[config.mk]
export PLATFORM = sky130hd
export DESIGN_NAME = fetch
export DESIGN_NICKNAME = d
export VERILOG_FILES = /design/src/rtl/fetch_pkg.sv /design/src/rtl/fetch_fifo.sv /design/src/rtl/fetch.sv
export SDC_FILE = /design/constraint.sdc
export NUM_CORES = 1
export LEC_CHECK = 0
export ABC_AREA = 1
export CAP_MARGIN = 20
export CORE_MARGIN = 3
export CORE_UTILIZATION = 47
export DETAILED_ROUTE_END_ITERATION = 10
export PLACE_DENSITY = 0.7
export SYNTH_ARGS = -nofsm -noshare
export SYNTH_HDL_FRONTEND = slang
export SYNTH_SLANG_ARGS = --single-unit
[constraint.sdc]
create_clock -name clk -period 20.7 [get_ports clk]
set_input_delay 3.105 -clock clk [delete_from_list [all_inputs] [get_ports clk]]
set_output_delay 3.105 -clock clk [all_outputs]
set_load 0.02 [all_outputs]
[src/rtl/fetch_pkg.sv]
// Shared RV32I fetch definitions: instruction width, default reset PC,
// fetch FSM state encodings and the buffer entry layout.
package fetch_pkg;

    localparam int ILEN = 32;
    localparam logic [ILEN-1:0] RESET_PC_DEFAULT = 32'h0000_0000;

    typedef enum logic {
        FETCH_RUN   = 1'b0,
        FETCH_FLUSH = 1'b1
    } fetch_state_e;

    typedef struct packed {
        logic [ILEN-1:0] pc;
        logic [ILEN-1:0] insn;
    } fetch_entry_t;

    // Instruction addresses are always word aligned; low bits are dropped.
    function automatic logic [ILEN-1:0] word_align(input logic [ILEN-1:0] addr);
        return {addr[ILEN-1:2], 2'b00};
    endfunction

endpackage

[src/rtl/fetch_fifo.sv]
// Small synchronous FIFO holding fetched {pc, insn} pairs for decode.
// Flush empties it in one cycle and takes priority over push and pop.
module fetch_fifo #(
    parameter int DEPTH = 2,
    parameter int WIDTH = 64
) (
    input  logic                       clk,
    input  logic                       rst_n,
    input  logic                       push_i,
    input  logic                       pop_i,
    input  logic                       flush_i,
    input  logic [WIDTH-1:0]           wdata_i,
    output logic [WIDTH-1:0]           rdata_o,
    output logic                       full_o,
    output logic                       empty_o,
    output logic [$clog2(DEPTH):0]     count_o
);

    localparam int AW = (DEPTH > 1) ? $clog2(DEPTH) : 1;
    localparam int CW = $clog2(DEPTH) + 1;

    logic [WIDTH-1:0] mem_q [DEPTH];
    logic [AW-1:0]    wr_ptr_q;
    logic [AW-1:0]    rd_ptr_q;
    logic [CW-1:0]    count_q;
    logic             do_push;
    logic             do_pop;

    assign full_o  = (count_q == CW'(DEPTH));
    assign empty_o = (count_q == '0);
    assign count_o = count_q;
    assign rdata_o = mem_q[rd_ptr_q];

    assign do_pop  = pop_i && !empty_o;
    assign do_push = push_i && (!full_o || do_pop);

    // Pointers wrap naturally because DEPTH is a power of two.
    always_ff @(posedge clk) begin
        if (!rst_n || flush_i) begin
            wr_ptr_q <= '0;
            rd_ptr_q <= '0;
            count_q  <= '0;
        end else begin
            if (do_push) begin
                mem_q[wr_ptr_q] <= wdata_i;
                wr_ptr_q        <= wr_ptr_q + AW'(1);
            end
            if (do_pop) begin
                rd_ptr_q <= rd_ptr_q + AW'(1);
            end
            count_q <= count_q + CW'(do_push) - CW'(do_pop);
        end
    end

endmodule

[src/rtl/fetch.sv]
// RV32I fetch stage: owns the PC, issues credit-limited in-order word reads,
// buffers responses for decode and flushes the stream on redirect.
module fetch
    import fetch_pkg::*;
#(
    parameter logic [ILEN-1:0] RESET_PC = RESET_PC_DEFAULT,
    parameter int              DEPTH    = 2
) (
    input  logic            clk,
    input  logic            rst_n,
    output logic            imem_req_valid,
    input  logic            imem_req_ready,
    output logic [ILEN-1:0] imem_req_addr,
    input  logic            imem_rsp_valid,
    input  logic [ILEN-1:0] imem_rsp_data,
    input  logic            redirect_valid,
    input  logic [ILEN-1:0] redirect_pc,
    output logic            insn_valid,
    input  logic            insn_ready,
    output logic [ILEN-1:0] insn,
    output logic [ILEN-1:0] insn_pc
);

    localparam int CW = $clog2(DEPTH) + 1;

    fetch_state_e    state_q, state_d;
    logic [ILEN-1:0] pc_q, pc_d;
    logic [ILEN-1:0] rsp_pc_q, rsp_pc_d;
    logic [CW-1:0]   inflight_q, inflight_d;
    logic [CW-1:0]   stale_q, stale_d;

    logic [CW-1:0]   occupancy;
    logic [CW:0]     credits_used;
    logic            fifo_empty;
    logic            fifo_full;
    fetch_entry_t    head;
    fetch_entry_t    wentry;
    logic            req_fire;
    logic            rsp_ok;
    logic            push;
    logic            pop;
    logic            flush;

    // Every issued-but-undelivered word holds a credit until decode takes it.
    assign credits_used   = {1'b0, inflight_q} + {1'b0, occupancy};
    assign imem_req_valid = rst_n && (state_q == FETCH_RUN) && (credits_used < (CW+1)'(DEPTH));
    assign imem_req_addr  = pc_q;
    assign req_fire       = imem_req_valid && imem_req_ready;

    assign insn_valid = (state_q == FETCH_RUN) && !fifo_empty;
    assign insn       = insn_valid ? head.insn : '0;
    assign insn_pc    = insn_valid ? head.pc : '0;

    assign wentry = '{pc: rsp_pc_q, insn: imem_rsp_data};

    always_ff @(posedge clk) begin
        if (!rst_n) begin
            state_q    <= FETCH_RUN;
            pc_q       <= RESET_PC;
            rsp_pc_q   <= RESET_PC;
            inflight_q <= '0;
            stale_q    <= '0;
        end else begin
            state_q    <= state_d;
            pc_q       <= pc_d;
            rsp_pc_q   <= rsp_pc_d;
            inflight_q <= inflight_d;
            stale_q    <= stale_d;
        end
    end

    // rsp_pc tracks the address of the next non-stale response, since
    // requests after a redirect are always sequential.
    always_comb begin
        state_d    = state_q;
        pc_d       = pc_q;
        rsp_pc_d   = rsp_pc_q;
        inflight_d = inflight_q;
        stale_d    = stale_q;
        push       = 1'b0;
        pop        = 1'b0;
        flush      = 1'b0;
        rsp_ok     = 1'b0;
        unique case (state_q)
            FETCH_RUN: begin
                rsp_ok = imem_rsp_valid && (inflight_q != '0);
                if (redirect_valid) begin
                    flush      = 1'b1;
                    pc_d       = word_align(redirect_pc);
                    rsp_pc_d   = word_align(redirect_pc);
                    stale_d    = inflight_q + CW'(req_fire) - CW'(rsp_ok);
                    inflight_d = '0;
                    state_d    = (stale_d != '0) ? FETCH_FLUSH : FETCH_RUN;
                end else begin
                    push       = rsp_ok && !fifo_full;
                    pop        = insn_valid && insn_ready;
                    inflight_d = inflight_q + CW'(req_fire) - CW'(rsp_ok);
                    if (req_fire) begin
                        pc_d = pc_q + 32'd4;
                    end
                    if (rsp_ok) begin
                        rsp_pc_d = rsp_pc_q + 32'd4;
                    end
                end
            end
            FETCH_FLUSH: begin
                if (redirect_valid) begin
                    pc_d     = word_align(redirect_pc);
                    rsp_pc_d = word_align(redirect_pc);
                end
                if (imem_rsp_valid && (stale_q != '0)) begin
                    stale_d = stale_q - CW'(1);
                    if (stale_q == CW'(1)) begin
                        state_d = FETCH_RUN;
                    end
                end
            end
            default: state_d = FETCH_RUN;
        endcase
    end

    fetch_fifo #(
        .DEPTH (DEPTH),
        .WIDTH ($bits(fetch_entry_t))
    ) u_fifo (
        .clk     (clk),
        .rst_n   (rst_n),
        .push_i  (push),
        .pop_i   (pop),
        .flush_i (flush),
        .wdata_i (wentry),
        .rdata_o (head),
        .full_o  (fifo_full),
        .empty_o (fifo_empty),
        .count_o (occupancy)
    );

    rsp_protocol_a: assert property (@(posedge clk) disable iff (!rst_n)
        imem_rsp_valid |-> ((inflight_q != '0) || (stale_q != '0)));

endmodule

**Word-level counts from Yosys, hierarchy flattened**

Memory sizes are Yosys's and may differ from the RTL's. A register that Yosys moved wholly into a read port is not among the register bits.
Cells that the tools add are included.

- Bits in registers: 73
- Bits in writable memories: 128
- Bits of input ports: 70
- Output and inout bits: 98
- Word-level logic and storage cells: 79
- Memories kept: 1

- Add/sub/neg operators: 10
- $lt $le $gt $ge: 1
- Eq/ne operators: 7
- Mux-type cells: 29
- Bitwise gates (word level): 1
- Reduce and logical (&&, ||, !) cells: 22

Memories:

| name | words | bits a word | read ports | clocked after Yosys merged registers in | write ports | line | source |
|---|---|---|---|---|---|---|---|
| u_fifo.mem_q | 2 | 64 | 1 | 1 | 1 | fetch_fifo.sv:22 | `logic [WIDTH-1:0] mem_q [DEPTH];` |

Operators with widths:

| cell | count |
|---|---|
| $mux W32 | 7 |
| $pmux W32 S2 | 2 |
| $add A32 B3 Y32 const B | 2 |
| $mux W1 | 15 |
| $logic_and A1 B1 Y1 | 10 |
| $mux W2 | 3 |
| $reduce_and A2 Y1 | 3 |
| $reduce_bool A2 Y1 | 3 |
| $add A2 B1 Y2 | 2 |
| $ne A2 B2 Y1 const B | 2 |
| $pmux W2 S2 | 1 |
| $sub A2 B1 Y2 | 2 |
| $add A2 B2 Y3 | 1 |
| $logic_not A1 Y1 | 3 |
| $lt A3 B2 Y1 const B | 1 |
| $ne A3 B2 Y1 const B | 1 |
| $ne A3 B3 Y1 const B | 1 |
| $add A1 B1 Y1 const B | 2 |
| $eq A2 B1 Y1 const B | 1 |
| $eq A2 B2 Y1 const B | 1 |
| $logic_not A2 Y1 | 1 |
| $logic_or A1 B1 Y1 | 2 |
| $ne A2 B1 Y1 const B | 1 |
| $pmux W1 S2 | 1 |
| other kinds (2) | 2 |

**Depth between registers and ports, before layout**

Gate-level depths: netlist (run 1).

- Depth in word-level cells: 12
- Mapped depth: 12

**Hierarchy**

Synthesis (run 1) repeated with hierarchy kept, for this count alone.

- Cell total of the unflattened synthesis: 1112
- Area, all modules: 10357.4 µm²

Modules (own cells, without submodules):

| module | times used | cells an instance | area each (µm²) | seq. area each (µm²) |
|---|---|---|---|---|
| fetch_fifo | 1 | 246 | 5198.7 | 3943.8 |
| fetch | 1 | 866 | 5158.7 | 1301.2 |

**Worst setup path after synthesis (run 1)**

Ideal clock, no wire load.

- Path kind: input-to-reg
- From: in redirect_valid
- To: mem u_fifo.mem_q[0][0] (enable)
- Arrival time: 9.423 ns
- Required time: 20.065 ns
- Slack: 10.642 ns
- Stages on the path: 4
- Path buffers: 1
- Path through: nor2_4 > inv_2 > clkbuf_1 > nor4_1

- Longest elaborated chain between the ends: 8
- Elaborated cells on any way between the ends: 13
- Those cells by class: mux: 9; reduce/logical: 4

RTL lines:

| element | line | source |
|---|---|---|
| from (decl) | fetch.sv:16 | `input logic redirect_valid,` |
| $mux W1 | fetch.sv:87 | `if (redirect_valid) begin` |
| $mux W1 | fetch.sv:84 | `unique case (state_q)` |
| $logic_and A1 B1 Y1 | fetch_fifo.sv:34 | `assign do_pop = pop_i && !empty_o;` |
| $logic_or A1 B1 Y1 | fetch_fifo.sv:35 | `assign do_push = push_i && (!full_o \|\| do_pop);` |
| $logic_and A1 B1 Y1 | fetch_fifo.sv:35 |  |
| $mux W1 | fetch_fifo.sv:44 | `if (do_push) begin` |
| $mux W1 * | fetch_fifo.sv:39 | `if (!rst_n \|\| flush_i) begin` |
| $mux W1 (not written as such) * | fetch_fifo.sv:45 | `mem_q[wr_ptr_q] <= wdata_i;` |
| to (decl) | fetch_fifo.sv:22 |  |

Every way passes the cells marked *; elsewhere a longest branch is shown, timed or not.

**Worst setup path in the final report (run 1)**

- From: in rst_n
- To: out imem_req_valid

- Longest elaborated chain between the ends: 2

RTL lines:

| element | line | source |
|---|---|---|
| from (decl) | fetch.sv:10 | `input logic rst_n,` |
| $logic_and A1 B1 Y1 (2 in series) | fetch.sv:46 | `assign imem_req_valid = rst_n && (state_q == FETCH_RUN) && (credits_used < (CW+1)'(DEPTH));` |
| to (decl) | fetch.sv:11 | `output logic imem_req_valid,` |

Every way passes these cells.

==> out/metrics.yaml, run 1 <==
numPortBuffers: 161
die_area_mm2: 0.02288
place_ws_ns: 12.13
place_congestion: 0.8879
syn_area_per_cell_um2: 9.001
yosysWarnings: 0
fin_cells: 1528
gr-total-overflow: 0
antenna_found_initial: 0
final_area_mm2: 0.01224
grtUsageMet1: 0.2779
grtUsageMet3: 0.04458
post-route-period-util: 0.4145
place_hpwl_um: 15560
drive_gt1_frac: 0.1288
dp_cells: 1496
cts_root_buf: "clkbuf_16"
fmax_mhz: 116.5
skew_ns: 0.01349
crit_fanout: 58
num-fill-cells: 1809
insertion_delay_ns: 0.44
status: "finished clean"
numCtsBuffers: 17
syn_to_final_growth_pct: 23.44
synth-edff-count: 124
required_ns: 17.59
crit_start: "rst_n"
critPathCapture: "imem_req_valid"
clockBufferDepth: 2
critPathSlowestCell: "clkdlybuf4s50_1"
drt_iter0_drc: 557
cpPeakStageDelay_ns: 0.65
yosysTopAreaCell: "edfxtp_1"
drv_slew: 0
hold_viol: 0
peakVddDrop_v: 0.00004913
r2r_slack_ns: 17.42
clkSlewWorstSetupHoldPaths_ns: 0.08
worstPathArrival_ns: 5.48
core-area_mm2: 0.02049
ys.flop_type: "edfxtp_1"
drc: 0
fin_nets: 1324
cts_tree: "built"
worst_slack_ns: 12.12
synth_common_cells: "nand2_1 (257), inv_1 (131), edfxtp_1 (124)"
power_per_cell_area_mw_per_mm2: 78.77
synthCells: 1102
grt.busiest_layer: "met2"
path_common_cell: "clkdlybuf4s50_1"
cts_setup_buffers: 0
crit_buf_inv: 4
reg2regPathDepth: 7
end_kind: "output pin"
cts_max_level: 4
cts_resized: 0
wl_per_cell_um: 15.20
rr_endpoint: "u_fifo.mem_q[1][20]$_DFFE_PP_"
synth.area.top_cells: "edfxtp_1 (38%), dfxtp_1 (14%), nand2_1 (9.7%), mux2_2 (7.0%), inv_1 (5.0%)"
synth_cell_types: 52
cts_hold_buf: 0
start_kind: "input pin"
grt_first_pass_wirelength_um: 36490
fin_crit_ns: 8.580
clock_sinks: 194
die_w_um: 151.3
ys_ff_latch: 194
hold_path_class: "reg2reg"
finalSetupTns_ns: 0
crit_cells: 5
seq_area_frac_synth: 0.5166
antennaDiodeCount: 0
crit_type: "in2out"
grt_max_degree: 65
rows: 52
fin_util: 0.5974
io_pins: 168
power.leakage_nw: 4.897
die_h_um: 151.3
maxSlewHeadroom: 0.4117
synth_area_mm2: 0.009920
finalWirelength_um: 23220
timing.max_cap.violations: 0
min-delay-start: "stale_q[1]$_SDFFE_PN0P_"
met2_usage: 0.3201
setup_viol: 0
initial_core_util: 0.4840
dpl_cell_area_mm2: 0.01166
r2r_start: "state_q$_SDFF_PN0_"
postSynth.asyncResetShare: 0
rsz0062_at_grt: "no"
path_cells: "clkdlybuf4s50_1 > buf_4 > inv_1 > nor4_1 > clkdlybuf4s50_1"
drtAntennaViolNets: 0
dr.pass1.iters: 4
yosys.cell_count.top_type: "nand2_1"
synth_top_area_share: 0.3754
tightest_slew_ns: 0.8812
vias: 7824
grt_pass1_vias: 7235
path_delay_family: "buffers and inverters"
grt_use_total: 0.2026
vias_per_cell: 5.120
-- layer usage --
layer / share of wire / wire, um
met1: 0.46 / 10590
met2: 0.44 / 10330
met3: 0.079 / 1832
met4: 0.020 / 472
met5: 0 / 0
-- area by class of cell --
class	instances	area, um^2	area share
Inverter	141	536.8	0.04384
Multi-Input combinational cell	723	3991	0.3260
Clock buffer	17	425.4	0.03474
Tap cell	270	337.8	0.02759
Clock inverter	15	162.7	0.01328
Timing Repair Buffer	168	1664	0.1359
Sequential cell	194	5126	0.4187
-- per-stage QoR --
stage | total power, mW | hold WS [ns]
6_report | 0.9645 | 0.4789
5_1_grt | 1.009 | 0.4950
4_1_cts | 0.9711 | 0.4821
3_5_place_dp | 0.6425 | 0.4711
3_3_place_gp | 0.6388 | 0.4572
2_1_floorplan | 0.5823 | 0.4453
-- how the worst min path moves through the flow --
stage | endpoint | slack (ns) | cells after the start
after floorplan | stale_q[1]$_SDFFE_PN0P_ | 0.45 | 2
after global placement | stale_q[1]$_SDFFE_PN0P_ | 0.46 | 2
after detailed placement | stale_q[1]$_SDFFE_PN0P_ | 0.47 | 2
after CTS | stale_q[1]$_SDFFE_PN0P_ | 0.48 | 2
after global routing | stale_q[1]$_SDFFE_PN0P_ | 0.50 | 2
final | stale_q[1]$_SDFFE_PN0P_ | 0.48 | 2
-- kinds of logic (layout without fill, tap and decap cells) --
logic type	count (synthesis)	count (layout)	share of synthesized area
AO/OA/AOI/OAI	173	173	0.09334
XOR/XNOR	17	17	0.01501
adder cells (fa/ha/maj)	9	9	0.01211
buffers and inverters	188	341	0.08350
flip-flops	194	194	0.5166
multiplexers	62	62	0.07038
other	1	4	0.0003780
AND/OR/NAND/NOR	458	458	0.2086
-- where the power goes --
| part | switching [mW] | leakage, nW | total, mW | internal, mW |
|---|---|---|---|---|
| Sequential | 0.0315 | 1.70 | 0.468 | 0.436 |
| Clock | 0.157 | 0.290 | 0.329 | 0.172 |
| Combinational | 0.100 | 2.90 | 0.168 | 0.0676 |
-- flip-flops by register name (all words and copies together) (netlist names), named ones only --
name             flops
state_q              1
u_fifo.wr_ptr_q      1
rsp_pc_q            30
imem_req_addr       30
u_fifo.rd_ptr_q      1
u_fifo.mem_q       124
inflight_q           2
u_fifo.count_o       2
stale_q              2
-- tightest hold or removal path: stages, from the launching register on --
cell     delay, ns
dfxtp_1       0.31
nand2_1       0.06
a21oi_1       0.06
-- cells in the final DEF, fill, tap and decap left out, types with 4 or more instances in the layout --
master and n:
nand2_1 257, clkdlybuf4s50_1 161, inv_1 131, edfxtp_1 124, nor2_1 93, a21oi_1 80
dfxtp_1 69, o21ai_0 68, mux2_2 62, nand3_1 37, clkbuf_16 17, xor2_1 14
a31oi_1 12, nor2_2 12, nor2_4 11, inv_2 8, nand2_2 8, nand3b_1 8
inv_6 8, ha_1 8, buf_4 7, nor3_1 6, nand3_2 5, nand4_1 5
conb_1 4
Note: power is estimated with default switching activity, not from simulation.
==> run 2: changes to the inputs <==
- clock period: 20.7 -> 8.8 ns (I/O delays scaled with it)
==> out/metrics.yaml, run 2 (synthesized netlist as in run 1, its figures left out) <==
fin_crit_ns: 4.936
dr.pass1.iters: 5  # +1
fin_nets: 1324  # unchanged
status: "finished clean"
setup_viol: 0  # unchanged
seqPwrFrac: 0.482  # -0.003
drt_iter0_drc: 502  # -9.9%
required_ns: 7.48  # -10.11 ns
post-route-period-util: 0.5610
cts_max_level: 4  # unchanged
final_cell_mix: "nand2_1 (257), clkdlybuf4s50_1 (161), inv_1 (131), edfxtp_1 (124), nor2_1 (93)"
drtAntennaViolNets: 0  # unchanged
die_h_um: 151.3  # unchanged
p_sw_frac: 0.2999  # +0.0006931
cts_tree: "built"
path_delay_family: "buffers and inverters"
p_sw_uw: 683.3  # +140%
cts_hold_buf: 0  # unchanged
cts_resized: 0  # unchanged
crit_fanout: 58  # unchanged
rows: 52  # unchanged
drc: 0  # unchanged
grt_pass1_vias: 7251  # +0.22%
insertion_delay_ns: 0.43  # about the same
tightest_slew_ns: 0.8951  # +0.01395 ns
fmax_mhz: 202.6
clock_sinks: 194  # unchanged
p_int_mw: 1.595  # +140%
die_w_um: 151.3  # unchanged
drv_slew: 0  # unchanged
clkSlewWorstSetupHoldPaths_ns: 0.08  # about the same
numCtsBuffers: 17  # unchanged
path_cells: "clkdlybuf4s50_1 > buf_4 > inv_1 > nor4_1 > clkdlybuf4s50_1"
peakVddDrop_v: 0.0001288  # +160%
p_clk_frac: 0.345  # +0.004
skew_ns: 0.008076  # -0.005414 ns
critPathSlowestCell: "clkdlybuf4s50_1"
cpPeakStageDelay_ns: 0.65  # about the same
vias_per_cell: 5.101  # -0.38%
power_mw: 2.279  # +140%
start_kind: "input pin"
power_per_cell_area_mw_per_mm2: 185.9  # +140%
core-area_mm2: 0.02049  # unchanged
p_comb_frac: 0.173  # about the same
layout_commonest_cell: "nand2_1"
end_kind: "output pin"
power.leakage_nw: 4.905  # +0.15%
numPortBuffers: 161  # unchanged
largest_reg_flops: 124  # unchanged
grt_use_total: 0.2015  # -0.001162
antenna_found_initial: 0  # unchanged
syn_to_final_growth_pct: 23.56
maxSlewHeadroom: 0.4024  # -0.009310
crit_buf_inv: 4  # unchanged
vias: 7794  # -0.38%
crit_type: "in2out"
path_common_cell: "clkdlybuf4s50_1"
cts_root_buf: "clkbuf_16"
hold_viol: 0  # unchanged
finalSetupTns_ns: 0  # unchanged
drive_gt1_frac: 0.1296  # +0.0007949
grt_first_pass_wirelength_um: 36610  # +0.34%
wl_per_cell_um: 15.03  # -1.1%
place_hpwl_um: 15580  # +0.11%
rsz0062_at_grt: "no"
io_pins: 168  # unchanged
cts_setup_buffers: 0  # unchanged
finalWirelength_um: 22960  # -1.1%
largest-register: "u_fifo.mem_q"
gr-total-overflow: 0  # unchanged
hold_path_class: "reg2reg"
clockBufferDepth: 2  # unchanged
antennaDiodeCount: 0  # unchanged
worstPathArrival_ns: 3.62  # -1.86 ns
die_area_mm2: 0.02288  # unchanged
place_congestion: 0.8892  # +0.15%
grt_max_degree: 65  # unchanged
initial_core_util: 0.4840  # unchanged
timing.max_cap.violations: 0  # unchanged
## run 2: cell count changes in the layout (fill, tap and decap cells not counted)
cell and change:
clkinv_1 -1, inv_6 -2, inv_8 +3
## run 2: final timing paths
| kind | from | endpoint | slack [ns] | cells past startpoint |
|---|---|---|---|---|
| max | rst_n | imem_req_valid | 3.86 | 5 |
| min | stale_q[1]$_SDFFE_PN0P_ | stale_q[1]$_SDFFE_PN0P_ | 0.47 | 2 |
| max reg2reg | state_q$_SDFF_PN0_ | u_fifo.mem_q[1][3]$_DFFE_PP_ | 5.32 | 7 |
| min reg2reg | stale_q[1]$_SDFFE_PN0P_ | stale_q[1]$_SDFFE_PN0P_ | 0.47 | 2 |
## run 2: cell type report
| type | count | area (um^2) |
|---|---|---|
| clock buffer | 17 | 425.4 |
| clock inverter | 15 | 175.2 |
| fill | 1861 | 8238 |
| inverter | 141 | 536.8 |
| multi-input combinational | 723 | 3991 |
| sequential | 194 | 5126 |
| tap | 270 | 337.8 |
| timing repair buffer | 168 | 1664 |
## run 2: through the flow
stage | util | std cells | hold slack [ns] | cell area (um^2) | setup slack [ns]
finish | 0.5980 | 1528 | 0.4697 | 12260 | 3.864
global route | 0.5980 | 1528 | 0.4845 | 12260 | 3.758
CTS | 0.5980 | 1528 | 0.4775 | 12260 | 3.872
detailed placement | 0.5687 | 1496 | 0.4667 | 11660 | 3.866
global placement | 0.5687 | 1496 | 0.4556 | 11660 | 3.849
floorplan | - | 1105 | 0.4453 | 9931 | 0.5274
## run 2: power groups by stage
stage | sequential, mW | clock (mW) | combinational, mW
4_1_cts | 1.10 | 0.799 | 0.395
5_1_grt | 1.11 | 0.839 | 0.440
3_3_place_gp | 1.12 | 0 | 0.387
6_report | 1.10 | 0.785 | 0.394
3_5_place_dp | 1.12 | 0 | 0.392
2_1_floorplan | 1.12 | 0 | 0.255
## run 2: worst reg2reg max path, stage by stage, from the launching register on
cell and delay (ns):
dfxtp_1 0.48, nor2_4 0.16, buf_4 0.53, inv_2 0.56, nor2_2 0.30, nand2_1 0.14
nor2_4 0.25, buf_4 0.62
## run 2: per-layer routing
metal  track usage  part of all wire  up-vias
met5             0                 0        -
met4       0.05530             0.014        0
met3       0.04399             0.083       28
li1              -                 -     3913
met2        0.3176              0.45      271
met1        0.2817              0.45     3582
